**src/rtl/pixel_writer.sv**
```systemverilog
`default_nettype none
// +----------------------------------------------------------------------------+
// | Module      : pixel_writer                                                 |
// | Description : Avalon-MM write master filling a framebuffer with an         |
// |               animated RGB565 raster test pattern, one pixel per transfer. |
// | Revision    : 1.0                                                          |
// +----------------------------------------------------------------------------+
module pixel_writer #(
    parameter int          WIDTH     = 640,
    parameter int          HEIGHT    = 480,
    parameter logic [19:0] BASE_ADDR = 20'h00000
) (
    input  logic        clk,
    input  logic        reset_n,
    output logic [19:0] mm_address,
    output logic        mm_write,
    output logic [15:0] mm_writedata,
    input  logic        mm_waitrequest
);

    localparam logic [0:0] c_idle  = 1'b0;
    localparam logic [0:0] c_write = 1'b1;

    localparam logic [9:0] c_x_last = 10'(WIDTH - 1);
    localparam logic [9:0] c_y_last = 10'(HEIGHT - 1);

    logic [0:0]  r_state;
    logic [9:0]  r_x;
    logic [9:0]  r_y;
    logic [7:0]  r_f;
    logic [19:0] r_addr;
    logic        r_write;
    logic [15:0] r_data;

    logic        w_x_wrap;
    logic        w_y_wrap;
    logic [9:0]  w_next_x;
    logic [9:0]  w_next_y;
    logic [7:0]  w_next_f;
    logic [19:0] w_next_addr;

    // Successor of the pixel currently on the bus, in raster order.
    always_comb begin
        w_x_wrap    = (r_x == c_x_last);
        w_y_wrap    = (r_y == c_y_last);
        w_next_x    = r_x + 10'd1;
        w_next_y    = r_y;
        w_next_f    = r_f;
        w_next_addr = r_addr + 20'd1;
        if (w_x_wrap) begin
            w_next_x = 10'd0;
            w_next_y = r_y + 10'd1;
            if (w_y_wrap) begin
                w_next_y    = 10'd0;
                w_next_f    = r_f + 8'd1;
                w_next_addr = BASE_ADDR;
            end
        end
    end

    always_ff @(posedge clk or negedge reset_n) begin
        if (!reset_n) begin
            r_state <= c_idle;
            r_x     <= 10'd0;
            r_y     <= 10'd0;
            r_f     <= 8'd0;
            r_addr  <= BASE_ADDR;
            r_write <= 1'b0;
            r_data  <= 16'h0000;
        end else begin
            case (r_state)
                c_idle: begin
                    r_state <= c_write;
                    r_write <= 1'b1;
                end
                c_write: begin
                    // Everything holds while the slave stalls.
                    if (!mm_waitrequest) begin
                        r_x    <= w_next_x;
                        r_y    <= w_next_y;
                        r_f    <= w_next_f;
                        r_addr <= w_next_addr;
                        r_data <= {w_next_x[4:0], w_next_y[5:0], w_next_f[4:0]};
                    end
                end
                default: begin
                    r_state <= c_idle;
                    r_write <= 1'b0;
                end
            endcase
        end
    end

    assign mm_address   = r_addr;
    assign mm_write     = r_write;
    assign mm_writedata = r_data;

endmodule
`default_nettype wire

```
**config.mk**
```make
export PLATFORM = sky130hd
export DESIGN_NAME = pixel_writer
export DESIGN_NICKNAME = d
export VERILOG_FILES = /design/src/rtl/pixel_writer.sv
export SDC_FILE = /design/constraint.sdc
export NUM_CORES = 1
export LEC_CHECK = 0
export CORE_ASPECT_RATIO = 2
export CORE_UTILIZATION = 50
export CTS_CLUSTER_SIZE = 40
export DETAILED_ROUTE_END_ITERATION = 7
export GPL_TIMING_DRIVEN = 0
export PLACE_DENSITY = 0.76
export SLEW_MARGIN = 20
export SYNTH_ARGS = -nofsm -noshare
export SYNTH_HDL_FRONTEND = slang
export SYNTH_SLANG_ARGS = --single-unit
```
**constraint.sdc**
```tcl
create_clock -name clk -period 5.35 [get_ports clk]
set_input_delay 1.3375 -clock clk [delete_from_list [all_inputs] [get_ports clk]]
set_output_delay 1.3375 -clock clk [all_outputs]
set_load 0.005 [all_outputs]
```
# Word level (Yosys, flattened, before mapping)
# Index checks and enable logic that the tools add are counted.
# classes
n_addsub,4
eq_ne,2
muxes,7
n_bitwise,1
reduce_logical,3
# ops
operator,count
$mux 20,2
$add 10x1->10 const B,2
$add 20x1->20 const B,1
$mux 10,2
$eq 10x10->1 const B,1
$eq 10x9->1 const B,1
$mux 5,2
$add 8x1->8 const B,1
$mux 6,1
$reduce_and 4->1,1
$reduce_and 3->1,1
$reduce_and 2->1,1
$not 1->1,1
# totals
register_bits,66
inputBits,3
elab_cells,26

# Longest topological paths before layout
# Gate-level depths: netlist of the first run.
# logic_depth
word_depth,3
ltp_mapped,6

# Least setup slack after synthesis of the first run
# Ideal clock, no wire load.
# synth_path
path_type,input to register
startpoint,input port mm_waitrequest
endpoint,"register r_addr[18], in the netlist mm_address[18]"
setup_ps,78
arrival_ps,2772
slack_ps,2500
cell_stages,4
cell_sequence,nand3b_2 > or4_4 > or4_1 > a21oi_1
# synth_between
elab_chain_len,2
# synth_rtl
element,line,rtl
from (decl),18,input logic mm_waitrequest
$not 1->1 (no line),n/a,
$reduce_and 2->1 (no line),n/a,
to (signal assigned),82,r_addr <= w_next_addr;
to (decl),31,logic [19:0] r_addr;
# Every way passes these cells.
# A chain may end at the register's enable or synchronous reset.

# Final worst setup path of the first run
# layout_path
startpoint,input port mm_waitrequest
endpoint,"register r_addr[11], in the netlist mm_address[11]"
# The elaborated chain is that of the path after synthesis.

==> impl_metrics.toml, run 1 <==
[die]
die_area_mm2 = 0.00508
initial_core_util_pct = 52.0
rows = 35
fp.dieW_um = 50.9
core-area_mm2 = 0.00460
boundaryPins = 40
die-height_um = 99.8

[clock_network]
hold_buffers = 0
cts-root-buf = "clkbuf_8"
cts_resized = 0
cts_tree = "built"
cts_setup_buffers = 0
ctsHtreeMaxLevel = 2
cts_buffers = 5
clock_latency_ns = 0.30
cts_sinks = 47
clkTransAtPathRegs_ns = 0.09
cts_buffer_depth = 2

[detailed_routing]
route.detailed.drc = 0
drt-total-wl_mm = 5.12
avgViaCountPerCell = 5.64
wl_per_cell_um = 14.9
dr_total_vias = 1941
dr.pass1.iters = 4
drt_iter0_drc = 41
drtAntennaViolNets = 0

[synthesis]
yosys.area.top_type = "dfrtp_1"
async_flop_share_pct = 100
synthesis.nets = 248
yosys.area_share.simple_pct = 27.9
avgSynthCellArea_um2 = 9.92
synthAdderAreaFrac_pct = 2.09
synth_area_leaders = "dfrtp_1 (49%), xnor2_1 (4.8%), xor2_1 (4.4%), nand3_1 (4.0%), nand2_1 (3.8%)"
synth_xor_area_share_pct = 9.16
netlist_area_mm2 = 0.00239
synth_edf_count = 0
synth_compound_area_share_pct = 5.34
muxShareOfSynthArea_pct = 1.73
ys_warn_count = 0
synth_top_area_share_pct = 49.2
yosysUniqueCellTypes = 39
synthCells = 241
ys.flop_type = "dfrtp_1"
seq_area_frac_synth_pct = 49.2
ys_ff_latch = 47
synth_top_family_by_area = "simple AND/OR/NAND/NOR gates"

[placement]
hpwlAfterDp_mm = 3.85
io_buffers = 39
gp_congestion = 0.838

[hold_path]
min_from = "mm_writedata[4]$_DFFE_PN0P_"
hp-class = "register to register"

[setup_path]
worstPathArrival_ns = 3.53
path_cells = "clkdlybuf4s50_1 > and4b_1 > nand3_1 > nor2_1 > clkbuf_1 > nor2_1"
crit_type = "input port to register"
cp_max_fo = 10
setup.worst_path.start_class = "input port"
critPathCaptureType = "register"
slowest_delay_ns = 0.64
cp_slowest_cell = "nor2_1"
cp_common_cell = "nor2_1"
startpoint = "mm_waitrequest"
crit_required_ns = 5.52
r2r-start = "r_x[0]$_DFFE_PN0P_"

[pwr]
power_leakage_nw = 1.29
powerDensity_mw_per_mm2 = 273
peakVddDrop_v = 0.000208
p_total_w = 0.000817

[finish]
fin_nets = 296
fillerInstances = 417
fin_util_pct = 65.0
diodes = 0
layout_commonest_cell = "dfrtp_1"
final_cell_mix = "dfrtp_1 (47), clkdlybuf4s50_1 (38), nand2_1 (24)"
drive_gt1_share_pct = 9.69
area_growth_pct = 25.0

[sta]
relSlewSlack_pct = 36.8
skew_ns = 0.0123
setup-tns-final_ns = 0
finalCritPeriodShare_pct = 62.7
setup_violations = 0
hold_violations = 0
fmax_mhz = 298
rsz0062_at_grt = "no"
post-route-min-period_ns = 3.36
whs_ns = 0.466
worst_pin_slew_ns = 0.939
slew_violations = 0

[grt]
globalRouteTotalUtil_pct = 22.8
antenna_found_initial = 0
grt_max_degree = 20
grt_pass1_vias = 1925
grt.overflow.total = 0
grt_pass1_wl_mm = 8.71

[run]
maxCapViolations = 0

[run_status]
outcome = "completed"
## final timing paths
kind	to	slack (ns)	cells past startpoint
max in group asynchronous	r_state$_DFF_PN0_	3.83	3
hold reg to reg	mm_writedata[4]$_DFFE_PN0P_	0.47	1
setup / recovery	mm_address[11]$_DFFE_PN0P_	1.99	6
setup reg to reg	mm_address[11]$_DFFE_PN0P_	2.88	6
min in group asynchronous	mm_writedata[4]$_DFFE_PN0P_	0.94	1
hold / removal	mm_writedata[4]$_DFFE_PN0P_	0.47	1
## report_power, final
| group | leakage (nW) | internal, W | switching, W |
|---|---|---|---|
| registers | 0.630 | 0.000387 | 0.0000520 |
| clock network | 0.0470 | 0.000102 | 0.000117 |
| logic | 0.612 | 0.000101 | 0.0000574 |
| total | 1.29 | 0.000590 | 0.000227 |
## cell type report
type | count | area [um2] | area share, %
Timing Repair Buffer | 41 | 440 | 14.7
Clock inverter | 1 | 5.00 | 0.168
Buffer | 14 | 93.8 | 3.14
Sequential cell | 47 | 1180 | 39.4
Clock buffer | 6 | 82.6 | 2.76
Multi-Input combinational cell | 177 | 1110 | 37.1
Tap cell | 55 | 68.8 | 2.30
Inverter | 3 | 11.3 | 0.377
## worst max-delay path, delay by kind of cell
kind | cells | cell delay, ns
simple gates | 4 | 1.26
buf+inv | 2 | 0.94
## per-stage QoR
stage / instance area [um2] / cells / setup WS [ns]
2_1_floorplan: 2390 / 241 / 2.50
6_report: 2990 / 344 / 1.99
4_1_cts: 2990 / 344 / 1.99
3_5_place_dp: 2900 / 337 / 1.67
3_3_place_gp: 2850 / 335 / 1.59
5_1_grt: 2990 / 344 / 1.85
## cell families (layout without fill, tap and decap cells)
family | count (synthesis) | after routing
compound gates | 23 | 23
simple gates | 120 | 120
flops | 47 | 47
fa+ha+maj | 4 | 4
buf+inv | 17 | 65
xor+xnor | 25 | 25
mux | 4 | 4
other cells | 1 | 1
## per-layer routing
layer  vias to the layer above  global-route usage [%]  wire (um)
met3                         8                    2.73        156
met1                       945                    26.5       2020
met5                         -                       0          0
li1                        940                       -          -
met2                        48                    40.6       2840
met4                         0                    10.5         94
## sequential cells by signal (all words and copies together), names as in the netlist
register and cells:
mm_address 20, mm_write 1, mm_writedata 2, r_f 4, r_state 1, r_x 10, r_y 9
## cell usage after synthesis, types with 2 or more instances
master    number
mux2i_1        3
ha_1           4
nor3_1        11
a31oi_1        2
o31ai_1        3
nand4b_1       3
xor2_1        12
nand3_1       19
nor4_1         5
nand4_1        8
inv_1          3
o21ai_0       11
or2_2          2
dfrtp_1       47
nand2_1       24
and4b_1        2
a21oi_1        6
clkbuf_1       3
and4_1         2
xnor2_1       13
or3_1          4
nor2_1        20
buf_4         11
nand2b_1       3
or4_1          2
and3_1         5
Note: power is estimated with default switching activity, not from simulation.
==> inputs of run 2 (changes only) <==
==> constraint.sdc (replaced) <==
create_clock -name clk -period 3.4 [get_ports clk]
set_input_delay 0.85 -clock clk [delete_from_list [all_inputs] [get_ports clk]]
set_output_delay 0.85 -clock clk [all_outputs]
set_load 0.005 [all_outputs]
==> results of run 2 <==
Same layout as run 1 (identical final DEF). Status: completed.
Main changes from that run: setup slack after placement 1.67 ns -> 0.205 ns; setup slack after layout 1.99 ns -> 0.532 ns; hold slack 0.466 ns -> 0.449 ns; register-to-register setup slack 2.88 ns -> 0.93 ns; total power 0.000817 W -> 0.00128 W; worst IR drop on VDD 0.000208 V -> 0.000327 V
==> inputs of run 3 (changes only) <==
--- a/config.mk
+++ b/config.mk
@@ -6,7 +6,7 @@
 export NUM_CORES = 1
 export LEC_CHECK = 0
 export CORE_ASPECT_RATIO = 2
-export CORE_UTILIZATION = 50
+export CORE_UTILIZATION = 48
 export CTS_CLUSTER_SIZE = 40
 export DETAILED_ROUTE_END_ITERATION = 7
 export GPL_TIMING_DRIVEN = 0
==> constraint.sdc (replaced) <==
create_clock -name clk -period 2.58 [get_ports clk]
set_input_delay 0.645 -clock clk [delete_from_list [all_inputs] [get_ports clk]]
set_output_delay 0.645 -clock clk [all_outputs]
set_load 0.005 [all_outputs]
==> run 3 against run 2 <==
  * Sequential share of layout area shrank 0.38 points
  * Highest routed layer unchanged
  * Non-clock buffer count down 1
  * Cell area is 0.96% higher
  * Clock power grew 84%
==> impl_metrics.toml, run 3 (same netlist as run 1, synthesis figures left out) <==
[run_status]
outcome = "completed"

[finish]
largest_reg_flops = 20
area_growth_pct = 26.2
drive_gt1_share_pct = 9.69
layout_commonest_cell = "dfrtp_1"
fillerInstances = 424
final_cell_mix = "dfrtp_1 (47), clkdlybuf4s50_1 (38), nand2_1 (24)"
diodes = 0
fin_nets = 295

[clock_network]
clkTransAtPathRegs_ns = 0.09
cts-root-buf = "clkbuf_8"
cts_buffer_depth = 2
cts_tree = "built"
ctsHtreeMaxLevel = 2
cts_sinks = 47
cts_buffers = 5
cts_setup_buffers = 0
clock_latency_ns = 0.30

[sta]
whs_ns = 0.268
relSlewSlack_pct = 38.0
skew_ns = 0.00895
setup-tns-final_ns = 0
post-route-min-period_ns = 2.43
setup_violations = 0
fmax_mhz = 411
hold_violations = 0
rsz0062_at_grt = "no"
worst_pin_slew_ns = 0.921
slew_violations = 0
finalCritPeriodShare_pct = 94.2

[setup_path]
crit_type = "input port to register"
setup.worst_path.start_class = "input port"
critPathCaptureType = "register"
worstPathArrival_ns = 2.62
path_cells = "clkdlybuf4s50_1 > nand4b_1 > nor4_1 > nand4_1 > xnor2_1"
crit_required_ns = 2.77
cp_slowest_cell = "nor4_1"
slowest_delay_ns = 0.80
cp_max_fo = 6

[die]
boundaryPins = 40
initial_core_util_pct = 49.6
fp.dieW_um = 51.9
rows = 36
die_area_mm2 = 0.00528
core-area_mm2 = 0.00482
die-height_um = 102

[grt]
antenna_found_initial = 0
grt_pass1_wl_mm = 8.47
globalRouteTotalUtil_pct = 21.9
use_met1_pct = 23.0
met2_usage_pct = 39.4
grt_pass1_vias = 1838
grt_busiest_layer = "met2"
grt.met3_usage_pct = 4.50
grt_max_degree = 31
grt.overflow.total = 0

[pwr]
powerDensity_mw_per_mm2 = 621
power_leakage_nw = 1.30
peakVddDrop_v = 0.000543

[detailed_routing]
wl_per_cell_um = 14.9
route.detailed.drc = 0
drtAntennaViolNets = 0
dr.pass1.iters = 4
dr_total_vias = 1946
avgViaCountPerCell = 5.62
drt-total-wl_mm = 5.16
drt_iter0_drc = 34

[placement]
gp_congestion = 0.859
io_buffers = 39
hpwlAfterDp_mm = 3.84

[run]
maxCapViolations = 0

[hold_path]
hp-class = "input port to asynchronous set/reset pin"
==> run 3: area by class of cell <==
| cell class | count | area (um2) | share of cell area (%) |
|---|---|---|---|
| flip-flops and latches | 47 | 1180 | 39.0 |
| multi-input cells | 177 | 1120 | 37.3 |
| repair buffers | 40 | 405 | 13.4 |
| plain buffers | 14 | 93.8 | 3.11 |
| clock buffers | 6 | 72.6 | 2.41 |
| well taps | 57 | 71.3 | 2.37 |
| clock inverters | 2 | 60.1 | 1.99 |
| inverters | 3 | 11.3 | 0.373 |
==> run 3: power by group <==
| part | internal [W] | total (W) | switching [W] |
|---|---|---|---|
| logic | 0.000205 | 0.000320 | 0.000116 |
| clock network | 0.000387 | 0.000634 | 0.000247 |
| registers | 0.000802 | 0.000918 | 0.000115 |
==> run 3: routing by layer <==
| layer | wire (um) | vias up |
|---|---|---|
| met5 | 0 | - |
| met4 | 99 | 0 |
| met3 | 123 | 6 |
| met2 | 3030 | 32 |
| met1 | 1910 | 968 |
| li1 | - | 940 |
==> run 3: critical path: cells and delay by family <==
kind / cells / cell delay [ns]
XOR/XNOR: 1 / 0.17
buffers and inverters: 1 / 0.49
AND/OR/NAND/NOR: 3 / 1.31
==> run 3: timing repair <==
action                     in CTS  in global routing
resized for setup               1                  2
hold buffers                    0                  0
setup endpoints to repair      10                 11
==> run 3: per-stage QoR <==
| stage | power [W] | area (um2) | std cells | utilization [%] | worst slack, ns |
|---|---|---|---|---|---|
| 6_report | 0.00187 | 3020 | 346 | 62.6 | 0.149 |
| 5_1_grt | 0.00197 | 3020 | 346 | 62.6 | 0.0315 |
| 4_1_cts | 0.00189 | 3000 | 346 | 62.3 | 0.0914 |
| 3_5_place_dp | 0.00125 | 2870 | 338 | 59.5 | -0.408 |
| 3_3_place_gp | 0.00124 | 2850 | 337 | 59.2 | -0.500 |
| 2_1_floorplan | 0.00106 | 2390 | 241 | - | 0.423 |
==> run 3: path summary, 6_finish.rpt <==
| kind | from | to | slack (ns) | cells past startpoint |
|---|---|---|---|---|
| setup / recovery | mm_waitrequest | r_y[9]$_DFFE_PN0P_ | 0.15 | 5 |
| hold / removal | reset_n | r_f[0]$_DFFE_PN0P_ | 0.27 | 1 |
| setup reg to reg | r_x[0]$_DFFE_PN0P_ | r_y[9]$_DFFE_PN0P_ | 0.32 | 5 |
| hold reg to reg | mm_writedata[4]$_DFFE_PN0P_ | mm_writedata[4]$_DFFE_PN0P_ | 0.48 | 1 |
| max in group asynchronous | reset_n | r_state$_DFF_PN0_ | 1.80 | 2 |
| min in group clk | mm_writedata[4]$_DFFE_PN0P_ | mm_writedata[4]$_DFFE_PN0P_ | 0.48 | 1 |
